`src/rtl/xc_rf_2.sv`:
```
// Parametrised GPR file: NREAD combinational read ports, 1-cycle single or paired write, optional bypass,
// and a clear sweep that zeroes one entry per cycle after reset or on request.
module xc_rf_2 #(
  parameter int XLEN     = 32,
  parameter int DEPTH    = 32,
  parameter int NREAD    = 3,
  parameter int ZERO_REG = 1,
  parameter int BYPASS   = 0,
  localparam int AW      = $clog2(DEPTH)
) (
  input  logic                  clock,
  input  logic                  resetn,
  input  logic [NREAD*AW-1:0]   rs_addr,
  output logic [NREAD*XLEN-1:0] rs_rdata,
  input  logic                  rd_wen,
  input  logic                  rd_wide,
  input  logic [AW-1:0]         rd_addr,
  input  logic [XLEN-1:0]       rd_wdata,
  input  logic [XLEN-1:0]       rd_wdata_hi,
  input  logic                  clear_req,
  output logic                  clear_busy
);

  typedef enum logic {ST_IDLE, ST_CLEAR} state_e;

  localparam logic [AW-1:0] ONE  = AW'(1);
  localparam logic [AW-1:0] LAST = AW'(DEPTH - 1);

  state_e          state_q, state_d;
  logic [AW-1:0]   ptr_q, ptr_d;
  logic            busy_q, busy_d;
  logic [XLEN-1:0] gpr_q [DEPTH];
  logic [XLEN-1:0] gpr_d [DEPTH];

  logic [AW-1:0]   wr_lo;
  logic [AW-1:0]   wr_hi;
  logic            wr_en_lo;
  logic            wr_en_hi;

  assign clear_busy = busy_q;

  // A paired write targets the even/odd pair; entry 0 is never a write target when hardwired.
  assign wr_lo    = rd_wide ? (rd_addr & ~ONE) : rd_addr;
  assign wr_hi    = rd_addr | ONE;
  assign wr_en_lo = rd_wen && !busy_q && !((ZERO_REG != 0) && (wr_lo == '0));
  assign wr_en_hi = rd_wen && rd_wide && !busy_q;

  always_comb begin
    state_d = state_q;
    ptr_d   = ptr_q;
    busy_d  = busy_q;
    case (state_q)
      ST_IDLE: begin
        if (clear_req) begin
          state_d = ST_CLEAR;
          ptr_d   = '0;
          busy_d  = 1'b1;
        end
      end
      ST_CLEAR: begin
        ptr_d = ptr_q + ONE;
        if (ptr_q == LAST) begin
          state_d = ST_IDLE;
          busy_d  = 1'b0;
        end
      end
      default: begin
        state_d = ST_CLEAR;
        ptr_d   = '0;
        busy_d  = 1'b1;
      end
    endcase
  end

  always_ff @(posedge clock or negedge resetn) begin
    if (!resetn) begin
      state_q <= ST_CLEAR;
      ptr_q   <= '0;
      busy_q  <= 1'b1;
    end else begin
      state_q <= state_d;
      ptr_q   <= ptr_d;
      busy_q  <= busy_d;
    end
  end

  always_comb begin
    gpr_d = gpr_q;
    if (busy_q) begin
      gpr_d[ptr_q] = '0;
    end else begin
      if (wr_en_lo) gpr_d[wr_lo] = rd_wdata;
      if (wr_en_hi) gpr_d[wr_hi] = rd_wdata_hi;
    end
  end

  // Storage is not reset; the sweep brings every entry to a known value.
  always_ff @(posedge clock) begin
    gpr_q <= gpr_d;
  end

  for (genvar g = 0; g < NREAD; g++) begin : g_rd
    logic [AW-1:0]   ra;
    logic [XLEN-1:0] rdat;

    assign ra = rs_addr[g*AW +: AW];

    always_comb begin
      rdat = gpr_q[ra];
      if (BYPASS != 0) begin
        if (wr_en_lo && (ra == wr_lo)) rdat = rd_wdata;
        if (wr_en_hi && (ra == wr_hi)) rdat = rd_wdata_hi;
      end
      if (((ZERO_REG != 0) && (ra == '0)) || busy_q) rdat = '0;
    end

    assign rs_rdata[g*XLEN +: XLEN] = rdat;
  end

endmodule

```
`config.mk`:
```
export PLATFORM = sky130hd
export DESIGN_NAME = xc_rf_2
export DESIGN_NICKNAME = d
export VERILOG_FILES = /design/src/rtl/xc_rf_2.sv
export SDC_FILE = /design/constraint.sdc
export NUM_CORES = 2
export LEC_CHECK = 0
export CORE_UTILIZATION = 30
export CTS_BUF_LIST = sky130_fd_sc_hd__clkbuf_8
export DETAILED_ROUTE_END_ITERATION = 10
export SETUP_SLACK_MARGIN = 0.5
export SLEW_MARGIN = 20
export SYNTH_ARGS = -nofsm -noshare
export SYNTH_HDL_FRONTEND = slang
export SYNTH_SLANG_ARGS = --single-unit
```
`constraint.sdc`:
```
create_clock -name clock -period 3.9 [get_ports clock]
set_clock_uncertainty 0.15 [all_clocks]
set_input_delay 0.78 -clock clock [delete_from_list [all_inputs] [get_ports clock]]
set_output_delay 0.78 -clock clock [all_outputs]
set_load 0.005 [all_outputs]
```
## After elaboration in Yosys (flattened, before gate mapping)

Index checks and enable logic that the tools add are counted.

- Register bits after elaboration: 1031
- Output and inout bits: 97
- Word-level logic and storage cells: 107

- Bitwise logic cells: 9
- Reductions and logical operators: 17
- Order comparisons: 9
- Mux-type cells: 33
- Equal/unequal tests: 3
- $add $sub $neg: 1

Operators with widths:

| kind | number |
|---|---|
| 1024-bit two-way mux | 4 |
| 1024-bit bitwise mux | 2 |
| 1024-bit bitwise AND | 1 |
| 1024-bit inverter | 1 |
| 32-bit binary-select mux with 5-bit select | 3 |
| 32-bit demux with 5-bit select | 3 |
| 32-bit two-way mux | 12 |
| 6-bit greater-or-equal comparator (second input constant) | 6 |
| 5-bit inverter with 6-bit output | 6 |
| 5-bit logical NOT | 4 |
| 6-bit by 1-bit < comparator with 1-bit output (second input constant) | 3 |
| 5-bit one-hot mux with 2 select lines | 1 |
| 1-bit logical AND | 7 |
| 5-bit by 1-bit adder with 5-bit output (second input constant) | 1 |
| 5-bit equality test (second input constant) | 1 |
| 1-bit two-way mux | 5 |
| 5-bit two-way mux | 1 |
| 1-bit one-hot mux with 2 select lines | 2 |
| 1-bit logical OR | 3 |
| 1-bit logical NOT | 2 |
| 2-bit by 1-bit inequality test with 1-bit output (second input constant) | 1 |
| 2-bit inequality test (second input constant) | 1 |
| 2-bit AND reduction | 1 |
| 1-bit inverter | 1 |

## Longest topological paths before layout

- Depth in word-level cells: 12
- Depth in mapped cells: 8

## Worst setup path after synthesis

No wires, ideal clock.

- Path kind: input to register
- Start: in rd_addr[3]
- End: reg gpr_q[288] (netlist bit), enable pin
- Stages on the path: 4
- Path slack: -0.546 ns
- Setup time: 0.466 ns
- Arrival time: 3.830 ns
- Required time: 3.284 ns
- Cells stage by stage: buf_2 nand4b_1 clkbuf_1 o21ai_0

- Longest elaborated chain between the ends: 11
- Elaborated cells on any way between the ends: 21

Ends and longest elaborated chain:

| what | RTL line | RTL |
|---|---|---|
| from (decl) | 17 | `input logic [AW-1:0] rd_addr,` |
| 5-bit inverter with 6-bit output (implied by the code) | 92 | `if (wr_en_lo) gpr_d[wr_lo] = rd_wdata;` |
| 6-bit greater-or-equal comparator (implied by the code) or 6-bit by 1-bit < comparator with 1-bit output (tied branches) | 92 |  |
| 1-bit logical AND (implied by the code) | 92 |  |
| 32-bit two-way mux (implied by the code) | 92 |  |
| 32-bit demux with 5-bit select | 92 |  |
| 1024-bit bitwise mux | 92 |  |
| 1024-bit two-way mux | 92 |  |
| 1024-bit two-way mux | 89 | `if (busy_q) begin` |
| 1024-bit bitwise mux | 93 | `if (wr_en_hi) gpr_d[wr_hi] = rd_wdata_hi;` |
| 1024-bit two-way mux * | 93 |  |
| 1024-bit two-way mux * | 89 |  |
| to (signal assigned) | 99 | `gpr_q <= gpr_d;` |
| to (decl) | 32 | `logic [XLEN-1:0] gpr_q [DEPTH];` |

Every way passes the cells marked *; elsewhere a longest branch is shown, timed or not. The select of a mux whose other input is x is not followed.
A chain may end at the register's enable or synchronous reset.

## Final worst setup path

- Start: reg busy_q, in the netlist clear_busy
- End: out rs_rdata[53]

- Longest elaborated chain between the ends: 2

Ends and longest elaborated chain:

| what | RTL line | RTL |
|---|---|---|
| from (decl) | 31 | `logic busy_q, busy_d;` |
| from (signal assigned) | 83 | `busy_q <= busy_d;` |
| 1-bit logical OR | 114 | `if (((ZERO_REG != 0) && (ra == '0)) \|\| busy_q) rdat = '0;` |
| 32-bit two-way mux | 114 |  |
| to (decl) | 14 | `output logic [NREAD*XLEN-1:0] rs_rdata,` |

No other way between the ends.

==> flow_summary.yaml <==
status:
  outcome: "complete, but fails checks"
  violations: "design-rule violations, negative setup slack"
synthesis:
  seq_area_frac_synth_pct: 35.9
  synth_top_family_by_area: "compound AO/OA/AOI/OAI gates"
  synth-simple-area-share_pct: 5.31
  ys_ff_latch: 1031
  synthAdderAreaFrac_pct: 0.0871
  synth.distinct_cells: 55
  synth_area_leaders: "edfxtp_1 21%, dfxtp_1 14%, mux2i_1 12%"
  synthCells: 7018
  synthArstFlopShare_pct: 0.679
  syn_avg_cell_area_sq_um: 10.2
  synth_top_cell_by_area: "edfxtp_1"
  syn_area_sq_mm: 0.0718
  synth_nets: 7112
  synth_enable_flop_cells: 512
  yosys_warnings: 0
  synthMostInstantiatedCell: "mux2i_1"
  yosys_most_used_dff: "edfxtp_1"
  synth_common_cells: "875 x mux2i_1, 660 x clkbuf_1, 647 x a21oi_1"
  yosys-mux-area-fraction_pct: 22.5
  synth_top_area_share_pct: 21.4
  synth_compound_area_share_pct: 30.9
  synth_xor_area_share_pct: 0
power:
  power.density_mw_per_mm2: 645
  p_leak_nw: 36.0
  p_comb_share_pct: 48.6
  ir_drop_mv: 1.00
  internal_power_mw: 33.3
  p_sw_mw: 27.6
  power.share.switching_pct: 45.3
  pwr-share-seq_pct: 32.5
  p_clk_share_pct: 18.9
cells_and_area:
  nNetsFinal: 7766
  final_core_util_pct: 39.7
  syn2layout_area_growth_pct: 31.5
  drive_gt1_share_pct: 29.6
clock_tree:
  root_buffer: "clkbuf_8"
  htree_levels: 4
  clkTransAtPathRegs_ns: 0.06
  numCtsBuffers: 200
  cts_max_path_buffers: 3
  worstSkewPairLatency_ns: 1.08
  cts_sinks: 1031
  cts_tree: "done"
global_route:
  track_usage_pct: 37.7
  grt_overflow_total: 0
  grt_pass1_wl_um: 633000
  grt_start_max_net_pins: 109
  antenna_found_initial: 45
  grt_pass1_vias: 72297
timing:
  final_max_slew_viol_count: 0
  tns_ns: -61.23
  setup_violations: 96
  max_clock_freq_ghz: 0.203
  rsz0062_at_grt: "yes"
  period_share_pct: 126
  hold_viol_final: 0
  worst_slack_ns: -1.02
  min_period_ns: 4.92
  worstMarginPinSlew_ns: 1.24
  slew_headroom_pct: 17.4
die:
  fp.coreArea_sq_mm: 0.238
  die-area_sq_mm: 0.241
  initial_core_util_pct: 30.2
  fp.dieW_um: 491
  fp-row-count: 179
  die_h_um: 491
  pin_count: 186
route:
  drt_wl_total_um: 471000
  ant_nets: 0
  vias_per_cell: 7.01
  drt_iter0_drc: 13294
  dr.pass1.iters: 10
  wl_per_cell_um: 42.6
  vias: 77575
  drc: 12
setup_path:
  cp_cell_sequence: "buf_8, nor3_4, and2_4, buf_12, buf_12, a22oi_2, nand4_1, buf_4, buf_6"
  crit_type: "reg2out"
  r2r-end: "gpr_q[327]"
  crit_slowest_cell: "dfstp_4"
  reg2regPathDepth: 13
  cp.arrival_ns: 3.99
  ff2ff_setup_slack_ns: 0.35
  end_kind: "output pin"
  required_ns: 2.97
  crit_path_max_incr_delay_ns: 0.77
  cpMostUsedCell: "buf_12"
  cp_max_fo: 6
  regToRegStartpoint: "clear_busy"
  worstSetupStartpointType: "flop"
min_path:
  min-delay-start: "clear_req"
  hold_end: "ptr_q[1]"
  hold_class: "in2reg"
  min_path_cells: 2
placed_design:
  place.gp.congestion: 1.05
  dp_hpwl_um: 318000
  portBuffers: 185
run:
  drv_cap: 0
registers in the layout, indices dropped and copies added (netlist names):
name and cells:
ptr_q 5, clear_busy 1, gpr_q 1024, state_q 1
how the worst max path moves through the flow:
stage                from           end  slack [ns]  cells after the start
2_1_floorplan  rd_addr[2]    gpr_q[736]        0.36                      3
3_3_place_gp   rs_addr[4]  rs_rdata[26]       -1.16                      9
3_5_place_dp   rs_addr[4]  rs_rdata[26]       -1.14                      9
4_1_cts        clear_busy  rs_rdata[26]       -0.79                      8
5_1_grt        clear_busy  rs_rdata[45]       -0.93                      9
6_report       clear_busy  rs_rdata[53]       -1.02                      9
power groups by stage:
| stage | clock network [mW] | logic (mW) | registers, mW |
|---|---|---|---|
| 2_1_floorplan | 0 | 14.5 | 18.4 |
| 3_3_place_gp | 0 | 26.2 | 19.7 |
| 3_5_place_dp | 0 | 26.6 | 19.8 |
| 4_1_cts | 11.4 | 27.8 | 19.6 |
| 5_1_grt | 11.9 | 30.1 | 20.2 |
| 6_report | 11.5 | 29.6 | 19.8 |
cells by family after synthesis:
group / Yosys count
compound gates: 3190
fa+ha+maj: 5
buf+inv: 921
flops: 1031
mux: 1205
simple gates: 666
layer usage:
layer	share of wire (%)	vias up	track usage [%]
met2	41	7222	53.6
met1	35	38515	45.2
met3	13	1996	12.0
li1	-	29824	-
met5	0.024	-	0
met4	11	18	34.6
critical path, delay by kind of cell, from the launching register on:
family          cells  cell delay, ns
flops               1            0.77
simple gates        3            0.79
compound gates      1            0.52
buf+inv             5            0.82
layout make-up:
class	instances	area [sq um]
clock inverter	142	726
timing repair buffer	1366	15200
sequential	1031	25800
inverter	6	30.0
tap	3167	3960
multi-input combinational	5067	45400
clock buffer	239	3290
fill	22869	143000
antenna	41	103
stage by stage:
step	cell area, sq um	hold WS [ns]	std cells	total power, mW	worst slack (ns)
after floorplan	71800	0.310	7018	32.9	0.361
after global placement	85700	0.327	10415	46.0	-1.16
after detailed placement	85900	0.334	10423	46.4	-1.14
after CTS	93200	0.210	10945	58.9	-0.794
after global routing	94400	0.226	11023	62.2	-0.934
final	94400	0.221	11059	60.9	-1.02
cells in the final DEF, fill, tap and decap left out, types with 14 or more instances in the layout:
cell / netlist / final
buf_8: 0 / 36
edfxtp_1: 512 / 512
clkinv_2: 0 / 31
o21ai_1: 78 / 78
o2bb2ai_1: 512 / 512
nor4bb_2: 0 / 29
a22oi_2: 0 / 69
o21ai_0: 470 / 440
nor2_4: 2 / 57
mux4_2: 330 / 330
inv_1: 6 / 84
nand2_1: 91 / 91
buf_6: 1 / 182
and2_1: 44 / 32
a22o_1: 480 / 480
mux2i_1: 875 / 875
buf_16: 0 / 14
a21oi_1: 647 / 595
dfxtp_1: 512 / 512
a21oi_2: 0 / 30
clkdlybuf4s50_1: 0 / 71
a21oi_4: 0 / 22
nand3_2: 0 / 37
clkinv_1: 0 / 16
o31ai_1: 161 / 145
nand4_1: 101 / 101
and3_1: 52 / 45
buf_12: 0 / 284
a32oi_4: 0 / 15
o21ai_4: 0 / 27
nand3_1: 216 / 156
a22oi_1: 450 / 381
nand3_4: 1 / 24
clkbuf_8: 0 / 242
buf_4: 4 / 704
diode_2: 0 / 41
buf_2: 196 / 64
a21o_1: 352 / 352
timing repair:
action                                  CTS  global route
hold endpoints to repair                  5             0
setup buffers                           135            66
gates cloned                              5             4
pin swaps                               159           107
hold buffers                              1             0
resized for setup                       869            84
endpoints found under the setup margin  103           501
Note: power is estimated with default switching activity, not from simulation.
